--- config.mk ---
export PLATFORM = sky130hd
export DESIGN_NAME = hdmi_frame_scheduler_flat
export DESIGN_NICKNAME = d
export VERILOG_FILES = /design/src/rtl/hdmi_frame_scheduler_pkg.sv /design/src/rtl/hdmi_frame_scheduler_if.sv /design/src/rtl/hdmi_frame_scheduler_sat_counter.sv /design/src/rtl/hdmi_frame_scheduler.sv /design/src/flat_wrapper.sv
export SDC_FILE = /design/constraint.sdc
export NUM_CORES = 1
export LEC_CHECK = 0
export CAP_MARGIN = 20
export CORE_ASPECT_RATIO = 2
export CORE_MARGIN = 2
export CORE_UTILIZATION = 40
export CTS_BUF_LIST = sky130_fd_sc_hd__clkbuf_16
export DETAILED_ROUTE_END_ITERATION = 10
export PLACE_DENSITY = 0.69
export SLEW_MARGIN = 15
export SYNTH_ARGS = -nofsm -noshare
export SYNTH_HDL_FRONTEND = slang
export SYNTH_SLANG_ARGS = --single-unit
--- constraint.sdc ---
create_clock -name clk -period 2.91 [get_ports clk]
set_clock_uncertainty 0.15 [all_clocks]
set_input_delay 0.4365 -clock clk [delete_from_list [all_inputs] [get_ports clk]]
set_output_delay 0.4365 -clock clk [all_outputs]
set_load 0.02 [all_outputs]
--- src/rtl/hdmi_frame_scheduler_pkg.sv ---
// Shared types for the HDMI frame scheduler: FSM state encoding and CRC width.
`timescale 1ns/1ps
package hdmi_sched_pkg;

   localparam int CRC_W = 32;

   typedef enum logic [2:0] {
      S_IDLE  = 3'd0,
      S_ARM   = 3'd1,
      S_START = 3'd2,
      S_WAIT  = 3'd3,
      S_CHECK = 3'd4,
      S_STOP  = 3'd5
   } sched_state_e;

endpackage

--- src/rtl/hdmi_frame_scheduler_if.sv ---
// Core-side handshake: start pulse out, busy/end-of-frame/CRC back from the core and HDMI sink.
`timescale 1ns/1ps
interface hdmi_frame_scheduler_if;
   import hdmi_sched_pkg::*;

   logic             start_frame;
   logic             core_busy;
   logic             frame_done;
   logic [CRC_W-1:0] frame_crc;

   modport master (output start_frame, input core_busy, frame_done, frame_crc);
   modport slave  (input start_frame, output core_busy, frame_done, frame_crc);

endinterface

--- src/rtl/hdmi_frame_scheduler_sat_counter.sv ---
// Saturating up-counter; clear dominates increment.
`timescale 1ns/1ps
module sat_counter #(
   parameter int WIDTH = 16
) (
   input  logic             clk,
   input  logic             rst,
   input  logic             i_inc,
   input  logic             i_clr,
   output logic [WIDTH-1:0] o_cnt
);

   logic [WIDTH-1:0] r_cnt;

   always_ff @(posedge clk) begin
      if (rst || i_clr) begin
         r_cnt <= '0;
      end else if (i_inc && (r_cnt != {WIDTH{1'b1}})) begin
         r_cnt <= r_cnt + WIDTH'(1);
      end
   end

   assign o_cnt = r_cnt;

endmodule

--- src/rtl/hdmi_frame_scheduler.sv ---
// Issues frame starts at a programmed cadence, waits for the sink's end of frame,
// checks the captured CRC against a golden value and keeps run statistics.
`timescale 1ns/1ps
module hdmi_frame_scheduler
   import hdmi_sched_pkg::*;
#(
   parameter int TIMEOUT_CYC = 1048576,
   parameter int CNT_W       = 16,
   parameter int IVL_W       = 24
) (
   input  logic                   clk,
   input  logic                   rst,
   input  logic                   cfg_enable,
   input  logic [CNT_W-1:0]       cfg_num_frames,
   input  logic [IVL_W-1:0]       cfg_interval,
   input  logic [CRC_W-1:0]       cfg_golden_crc,
   input  logic                   cfg_golden_en,
   input  logic                   clear,
   hdmi_frame_scheduler_if.master core,
   output logic [CNT_W-1:0]       frames_started,
   output logic [CNT_W-1:0]       frames_done,
   output logic [CNT_W-1:0]       crc_mismatch_cnt,
   output logic [CRC_W-1:0]       last_crc,
   output logic                   sticky_mismatch,
   output logic                   sticky_timeout,
   output logic                   sticky_spurious,
   output logic                   run_complete_irq,
   output logic [2:0]             state
);

   localparam int TO_W = (TIMEOUT_CYC > 1) ? $clog2(TIMEOUT_CYC) : 1;
   localparam logic [TO_W-1:0] TO_LAST = TO_W'(TIMEOUT_CYC - 1);

   sched_state_e     r_state;
   logic             r_start;
   logic             r_irq;
   logic [IVL_W-1:0] r_ivl;
   logic [TO_W-1:0]  r_to;
   logic [CRC_W-1:0] r_last_crc;
   logic             r_sticky_mm;
   logic             r_sticky_to;
   logic             r_sticky_sp;

   logic w_accept;
   logic w_timeout;
   logic w_mismatch;
   logic w_run_done;

   assign w_accept   = (r_state == S_WAIT) && core.frame_done;
   assign w_timeout  = (r_state == S_WAIT) && !core.frame_done && (r_to == TO_LAST);
   assign w_mismatch = (r_state == S_CHECK) && cfg_golden_en && (r_last_crc != cfg_golden_crc);
   assign w_run_done = (cfg_num_frames != '0) && (frames_done == cfg_num_frames);

   always_ff @(posedge clk) begin
      if (rst) begin
         r_state <= S_IDLE;
         r_start <= 1'b0;
         r_irq   <= 1'b0;
         r_ivl   <= '0;
         r_to    <= '0;
      end else begin
         r_start <= 1'b0;
         r_irq   <= 1'b0;
         case (r_state)
            S_IDLE: begin
               if (cfg_enable) begin
                  r_state <= S_ARM;
                  r_ivl   <= '0;
               end
            end
            S_ARM: begin
               if (!cfg_enable) begin
                  r_state <= S_IDLE;
               end else if (r_ivl != '0) begin
                  r_ivl <= r_ivl - IVL_W'(1);
               end else if (!core.core_busy) begin
                  r_state <= S_START;
                  r_start <= 1'b1;
               end
            end
            S_START: begin
               r_state <= S_WAIT;
               r_to    <= '0;
            end
            // frame_done beats a same-cycle timeout; enable drops are ignored so the frame drains
            S_WAIT: begin
               if (core.frame_done) begin
                  r_state <= S_CHECK;
               end else if (r_to == TO_LAST) begin
                  r_state <= S_STOP;
                  r_irq   <= 1'b1;
               end else begin
                  r_to <= r_to + TO_W'(1);
               end
            end
            S_CHECK: begin
               if (w_run_done) begin
                  r_state <= S_STOP;
                  r_irq   <= 1'b1;
               end else if (!cfg_enable) begin
                  r_state <= S_IDLE;
               end else begin
                  r_state <= S_ARM;
                  r_ivl   <= cfg_interval;
               end
            end
            S_STOP: begin
               if (!cfg_enable) r_state <= S_IDLE;
            end
            default: r_state <= S_IDLE;
         endcase
      end
   end

   always_ff @(posedge clk) begin
      if (rst || clear) begin
         r_last_crc  <= '0;
         r_sticky_mm <= 1'b0;
         r_sticky_to <= 1'b0;
         r_sticky_sp <= 1'b0;
      end else begin
         if (w_accept)   r_last_crc  <= core.frame_crc;
         if (w_mismatch) r_sticky_mm <= 1'b1;
         if (w_timeout)  r_sticky_to <= 1'b1;
         if (core.frame_done && (r_state != S_WAIT)) r_sticky_sp <= 1'b1;
      end
   end

   sat_counter #(.WIDTH(CNT_W)) u_cnt_started (
      .clk(clk), .rst(rst), .i_inc(r_state == S_START), .i_clr(clear), .o_cnt(frames_started)
   );

   sat_counter #(.WIDTH(CNT_W)) u_cnt_done (
      .clk(clk), .rst(rst), .i_inc(w_accept), .i_clr(clear), .o_cnt(frames_done)
   );

   sat_counter #(.WIDTH(CNT_W)) u_cnt_mismatch (
      .clk(clk), .rst(rst), .i_inc(w_mismatch), .i_clr(clear), .o_cnt(crc_mismatch_cnt)
   );

   assign core.start_frame = r_start;
   assign last_crc         = r_last_crc;
   assign sticky_mismatch  = r_sticky_mm;
   assign sticky_timeout   = r_sticky_to;
   assign sticky_spurious  = r_sticky_sp;
   assign run_complete_irq = r_irq;
   assign state            = r_state;

endmodule

--- src/flat_wrapper.sv ---
// flat-port wrapper written by rule: the top's interface ports become plain ports
module hdmi_frame_scheduler_flat import hdmi_sched_pkg::*;
#(
   parameter int TIMEOUT_CYC = 1048576,
   parameter int CNT_W       = 16,
   parameter int IVL_W       = 24
)
  (clk, rst, cfg_enable, cfg_num_frames, cfg_interval, cfg_golden_crc, cfg_golden_en, clear, frames_started, frames_done, crc_mismatch_cnt, last_crc, sticky_mismatch, sticky_timeout, sticky_spurious, run_complete_irq, state, core_start_frame, core_core_busy, core_frame_done, core_frame_crc);
  hdmi_frame_scheduler_if core_i ();
  input  logic clk;
  input  logic rst;
  input  logic cfg_enable;
  input  logic [CNT_W-1:0] cfg_num_frames;
  input  logic [IVL_W-1:0] cfg_interval;
  input  logic [CRC_W-1:0] cfg_golden_crc;
  input  logic cfg_golden_en;
  input  logic clear;
  output logic [CNT_W-1:0] frames_started;
  output logic [CNT_W-1:0] frames_done;
  output logic [CNT_W-1:0] crc_mismatch_cnt;
  output logic [CRC_W-1:0] last_crc;
  output logic sticky_mismatch;
  output logic sticky_timeout;
  output logic sticky_spurious;
  output logic run_complete_irq;
  output logic [2:0] state;
  output wire logic [$bits(core_i.start_frame)-1:0] core_start_frame;
  input wire logic [$bits(core_i.core_busy)-1:0] core_core_busy;
  input wire logic [$bits(core_i.frame_done)-1:0] core_frame_done;
  input wire logic [$bits(core_i.frame_crc)-1:0] core_frame_crc;
  assign core_start_frame = core_i.start_frame;
  assign core_i.core_busy = core_core_busy;
  assign core_i.frame_done = core_frame_done;
  assign core_i.frame_crc = core_frame_crc;
  hdmi_frame_scheduler #(.TIMEOUT_CYC(TIMEOUT_CYC), .CNT_W(CNT_W), .IVL_W(IVL_W)) u_core (.clk(clk), .rst(rst), .cfg_enable(cfg_enable), .cfg_num_frames(cfg_num_frames), .cfg_interval(cfg_interval), .cfg_golden_crc(cfg_golden_crc), .cfg_golden_en(cfg_golden_en), .clear(clear), .core(core_i), .frames_started(frames_started), .frames_done(frames_done), .crc_mismatch_cnt(crc_mismatch_cnt), .last_crc(last_crc), .sticky_mismatch(sticky_mismatch), .sticky_timeout(sticky_timeout), .sticky_spurious(sticky_spurious), .run_complete_irq(run_complete_irq), .state(state));
endmodule
* After elaboration in Yosys (flattened, before gate mapping)
Index checks and enable logic that the tools add are counted.
Word-level totals: logic and storage cells 87, register bits 132, input bits 111, output and inout port bits 88
Operators by class: multiplexer cells 24, $add $sub $neg 5, reductions and logical operators 21, bitwise gates (word level) 2, equal/unequal tests 23
Operators by type and width (number):
- 24-bit two-way mux | 5
- 24-bit case mux with 3 select lines | 1
- 16-bit by 1-bit adder with 16-bit output, second input constant | 3
- 16-bit inequality test, second input constant | 3
- 20-bit two-way mux | 2
- 20-bit case mux with 2 select lines | 1
- 32-bit inequality test | 1
- 3-bit two-way mux | 8
- 24-bit nonzero test | 1
- 24-bit by 1-bit subtractor with 24-bit output, second input constant | 1
- 20-bit by 1-bit adder with 20-bit output, second input constant | 1
- 20-bit equality test, second input constant | 1
- 3-bit case mux with 6 select lines | 1
- 16-bit equality test | 1
- 16-bit nonzero test | 1
- 2-bit inequality test, second input constant | 7
- 1-bit logical AND | 10
- 3-bit inequality test, second input constant | 3
- 3-bit by 2-bit equality test with 1-bit output, second input constant | 2
- 3-bit equality test, second input constant | 2
- 6-bit AND reduction | 1
- 1-bit two-way mux | 5
- 5-bit AND reduction | 1
- 4-bit OR reduction | 1
- other kinds (11) | 12

* Depth between registers and ports, before layout
word-level depth 4, gate-level depth with buffers 9, depth with buffers taken out 8

* By module
From an unflattened synthesis, not the netlist that was laid out.
Unflattened totals: cells, all modules 867, area, all modules 7210.7 um^2
Modules (own cells, without submodules):
- hdmi_frame_scheduler | cells an instance 582, seq. area each 1681.6 um^2, times used 1, area an instance 4669.5 um^2
- sat_counter | cells an instance 95, seq. area each 320.3 um^2, times used 3, area an instance 847.1 um^2

* Worst setup path after synthesis
No wires, ideal clock.
path kind flip-flop to flip-flop, from reg u_core.r_state[2], in the netlist u_core.state[2], to reg u_core.r_ivl[14], arrival 2186 ps, clock period less this slack 2482 ps, path slack 428 ps, library setup time 146 ps, data required time 2614 ps, path buffers 3, stages on the path, launching flop included 10, path through dfxtp_1 buf_4 nor3b_4 and4_1 nand4_1 or4_1 clkbuf_1 buf_6 a21oi_1 a211oi_1
Between the ends: cells in the longest elaborated chain, start to end 3, elaborated cells on any way between the ends 11, classes of those cells eq/ne (7); mux (1); reduce/logical (3)
Ends and longest elaborated chain:
- start: declaration | RTL line hdmi_frame_scheduler.sv:34 | sched_state_e r_state;
- start signal: assignment | RTL line hdmi_frame_scheduler.sv:56 | r_state <= S_IDLE;
- start signal: assignment | RTL line hdmi_frame_scheduler.sv:67 | r_state <= S_ARM;
- start signal: assignment | RTL line hdmi_frame_scheduler.sv:73 | r_state <= S_IDLE;
- 3-bit equality test, or another cell as far along | RTL line hdmi_frame_scheduler.sv:64 | case (r_state)
- 2-bit inequality test (no line), or another cell as far along
- 6-bit AND reduction (no line)
- end signal: assignment | RTL line hdmi_frame_scheduler.sv:75 | r_ivl <= r_ivl - IVL_W'(1);
- end signal: assignment | RTL line hdmi_frame_scheduler.sv:104 | r_ivl <= cfg_interval;
- end: declaration | RTL line hdmi_frame_scheduler.sv:37 | logic [IVL_W-1:0] r_ivl;
Several ways; a longest one is shown, not always the timed one. A chain may end at the register's enable or synchronous reset.

* Worst setup path after layout
from reg u_core.r_ivl[9], to reg u_core.r_ivl[22]
Between the ends: cells in the longest elaborated chain, start to end 4, elaborated cells on any way between the ends 7, classes of those cells add/sub (1); eq/ne (1); mux (3); reduce/logical (2)
Ends and longest elaborated chain:
- 24-bit by 1-bit subtractor with 24-bit output | RTL line hdmi_frame_scheduler.sv:75
- 24-bit two-way mux | RTL line hdmi_frame_scheduler.sv:74 | end else if (r_ivl != '0) begin
- 24-bit two-way mux | RTL line hdmi_frame_scheduler.sv:72 | if (!cfg_enable) begin
- 24-bit case mux with 3 select lines | RTL line hdmi_frame_scheduler.sv:64
Several ways; a longest one is shown, not always the timed one. The select of a mux whose other input is x is not followed.

==> flow_summary.rst <==
.. list-table::
   :header-rows: 1

   * - Metric
     - Value
   * - Final count of hold timing violations
     - 0
   * - Cell leakage power
     - 3.33 nW
   * - Final antenna-violating net count
     - 0
   * - FF-to-FF End
     - u_core.r_ivl[22]
   * - Setup-violating endpoint count in the final report
     - 0
   * - Worst slew margin relative to its limit
     - 0.486
   * - Area Overhead vs Synth
     - 41.3%
   * - Count of input and output buffers
     - 198
   * - Cells resized by post-CTS repair
     - 0
   * - Mapped Cells
     - 853
   * - DPL Wire Length
     - around 16000 um
   * - Startpoint type of the worst setup path
     - flip-flop
   * - VDD IR-drop max
     - 0.314 mV
   * - Dominant synthesized flop cell
     - dfxtp_1
   * - Cell count of the worst reg-to-reg path
     - 6
   * - Std-Cell Core Area
     - roughly 17000 um^2
   * - FFs w/ async S/R, synth
     - 0
   * - Mean Syn Cell Area
     - about 8.0 um^2
   * - Net count of the mapped netlist
     - 970
   * - MaxCap Viol Count
     - 0
   * - Worst endpoint required time
     - approximately 3.1 ns
   * - Number of levels the H-tree was split into
     - 4
   * - Sum of negative setup slack
     - 0 ns
   * - Worst slew pin tran
     - 0.768 ns
   * - # clock sinks
     - 132
   * - Std-Cell Rows
     - 67
   * - Number of global-route vias before repair
     - roughly 7000
   * - Final worst path period share
     - 0.870
   * - Number of storage elements in the synthesis netlist
     - 132
   * - Share of cells above drive strength 1
     - 0.0590
   * - Global-route usage over all layers
     - 0.242
   * - Worst-path fanout max
     - 6
   * - Capture endpoint of the worst hold path
     - u_core.sticky_mismatch
   * - Type of element capturing the critical path
     - flip-flop
   * - Number of setup buffers added after CTS
     - 0
   * - Yosys Warn Count
     - 0
   * - Number of placed instances, taps included
     - 1244
   * - Path category of the worst min-delay check
     - reg -> reg
   * - Buffer cell driving the clock tree root
     - clkbuf_16
   * - Number of enable flip-flop cells after synthesis
     - 0
   * - Final Cell Area
     - about 9700 um^2
   * - Total iterations of the first detailed-routing run
     - 5
   * - Detailed-route DRC error count
     - 0
   * - FF-to-FF setup slack
     - about 0.38 ns
   * - Ranking of synthesized cells by area
     - dfxtp_1, xor2_1, nand2_1
   * - Clock Tree Buf Depth
     - 2
   * - Number of I/O pins
     - ~200
   * - Clock tree from TritonCTS
     - done
   * - Status
     - finished, final reports clean
   * - Detailed router's first-iteration violation count
     - 246
   * - Final non-filler cell total
     - 1275
   * - Cts-stage hold buffer count
     - 0
   * - CTS buffer count
     - 17
   * - Effective utilization at floorplan
     - 0.408
   * - Global-route wire length before repair
     - ~34000 um
   * - Unrepaired setup endpoints after global routing
     - false
   * - Antenna diode count
     - 0
   * - Initial antenna violation count
     - 0
   * - Die Ht
     - 189 um
   * - Data arrival, critical path
     - 2.72 ns
   * - Total congestion overflow after global routing
     - 0
   * - Post-synthesis cell type count
     - 53
   * - Post-placement cell area
     - 9130 um^2
   * - Vias per Instance
     - about 5.5
   * - Fraction of post-synthesis cell area in the top cell type by area
     - 0.386
   * - Top achievable clock speed
     - 395 MHz
   * - Routability congestion estimate
     - 0.938
   * - Worst setup path class
     - reg -> reg
   * - Clk Latency, worst-skew pair
     - 0.42 ns
   * - Cell taking the most area after synthesis
     - dfxtp_1
   * - Max-slew violation total from the final report
     - 0
   * - Part of the Yosys area used for sequential elements
     - 0.386
   * - Reg-to-reg startpoint
     - u_core.r_ivl[9]
   * - Hold Path Origin
     - u_core.sticky_mismatch
   * - Total power per unit cell area
     - 464 nW/um^2
   * - Clock period minus worst slack
     - 2.53 ns
   * - Total length of routed wires
     - 22100 um
   * - Synthesized area
     - 6840 um^2
   * - Horiz. Die Dim
     - about 96 um
   * - WHS Path Cells
     - 1
   * - Utilization after layout
     - 0.577
   * - Worst-path clk slew
     - roughly 0.060 ns
   * - Number of nets in the final layout
     - roughly 1200
   * - Largest net degree at the start of global routing
     - 69
   * - Count of vias placed by the detailed router
     - ~7000
   * - Area of the die
     - roughly 18000 um^2
   * - WL/cell
     - 17.3 um
[registers in the layout, indices dropped and copies added, names as in the netlist]
name                         count
u_core.last_crc                 32
u_core.u_cnt_mismatch.o_cnt     16
u_core.run_complete_irq          1
u_core.core.start_frame          1
u_core.sticky_mismatch           1
u_core.r_to                     20
u_core.sticky_timeout            1
u_core.state                     3
u_core.u_cnt_started.o_cnt      16
u_core.u_cnt_done.o_cnt         16
u_core.sticky_spurious           1
u_core.r_ivl                    24
[cells in the final DEF, fill, tap and decap left out, types with 6 or more instances in the layout]
| cell | instances |
|---|---|
| inv_1 | 16 |
| xor2_1 | 69 |
| clkdlybuf4s50_1 | 198 |
| nor3_1 | 25 |
| nand4_1 | 30 |
| xnor2_1 | 24 |
| a21oi_1 | 78 |
| o21ai_0 | 35 |
| nor2_1 | 75 |
| a22oi_1 | 12 |
| or3_1 | 22 |
| o211ai_1 | 12 |
| or4_1 | 13 |
| and4_1 | 10 |
| dfxtp_1 | 132 |
| nand2_1 | 108 |
| clkbuf_16 | 17 |
| ha_1 | 6 |
| buf_4 | 26 |
| nand3_1 | 32 |
| nor4_1 | 21 |
| o31ai_1 | 13 |
| and3_1 | 11 |
| and2_1 | 6 |
| a211oi_1 | 13 |
[stage by stage]
step / setup slack [ns] / hold WS (ns) / total power [mW]
global placement: -0.0105 / 0.309 / 2.52
CTS: 0.383 / 0.330 / 4.52
finish: 0.379 / 0.325 / 4.48
global route: 0.187 / 0.346 / 4.66
detailed placement: -0.00876 / 0.316 / 2.52
floorplan: 0.428 / 0.303 / 2.23
[synthesized netlist by cell type (16+ instances only)]
| cell | number |
|---|---|
| a21oi_1 | 78 |
| clkbuf_1 | 36 |
| dfxtp_1 | 132 |
| inv_1 | 16 |
| nand2_1 | 108 |
| nand3_1 | 32 |
| nand4_1 | 30 |
| nor2_1 | 76 |
| nor3_1 | 25 |
| nor4_1 | 21 |
| o21ai_0 | 35 |
| or3_1 | 22 |
| xnor2_1 | 24 |
| xor2_1 | 69 |
[worst max-delay path: stages (launching register included)]
cell and delay, ns:
dfxtp_1 0.38, nor4_1 0.63, nand3_1 0.38, nor4_1 0.43, xor2_1 0.19, a22oi_1 0.08, a211oi_1 0.22
[cells by family (layout without fill, tap and decap cells)]
group / after synthesis / in the layout / synth area share
DFF: 132 / 132 / 0.386
buffers and inverters: 57 / 272 / 0.0338
muxes: 2 / 2 / 0.00293
and+or+nand+nor: 373 / 373 / 0.278
adders and majority gates: 6 / 6 / 0.0110
xor gates and xnor gates: 93 / 93 / 0.119
AOI/OAI and AO/OA: 190 / 190 / 0.169
[power breakdown]
group | total [mW] | switching (mW) | internal, mW
Combinational | 0.623 | 0.328 | 0.296
Clock | 1.99 | 0.832 | 1.16
Sequential | 1.87 | 0.0336 | 1.83
Total | 4.48 | 1.19 | 3.29
[worst max path at each step]
stage | start | endpoint | slack [ns] | cells after the start
2_1_floorplan | u_core.state[2] | u_core.r_ivl[14] | 0.43 | 9
3_3_place_gp | cfg_num_frames[9] | u_core.r_ivl[3] | -0.01 | 8
3_5_place_dp | cfg_num_frames[9] | u_core.r_ivl[3] | -0.009 | 8
4_1_cts | u_core.r_ivl[9] | u_core.r_ivl[22] | 0.38 | 6
5_1_grt | u_core.r_ivl[9] | u_core.r_ivl[22] | 0.19 | 6
6_report | u_core.r_ivl[9] | u_core.r_ivl[22] | 0.38 | 6
[final cells by class]
class | instances | area, um^2
fillers | 1550 | 7100
multi-input cells | 664 | 3970
flip-flops and latches | 132 | 2640
repair buffers | 225 | 2200
clock buffers | 17 | 425
well taps | 207 | 259
clock inverters | 14 | 114
inverters | 16 | 60.1
[layer usage]
metal	wire length (um)	track usage
met1	8130	0.253
met2	12000	0.450
met3	1370	0.0549
met4	590	0.0943
met5	0	0
Power figures use the tool's default switching activity.
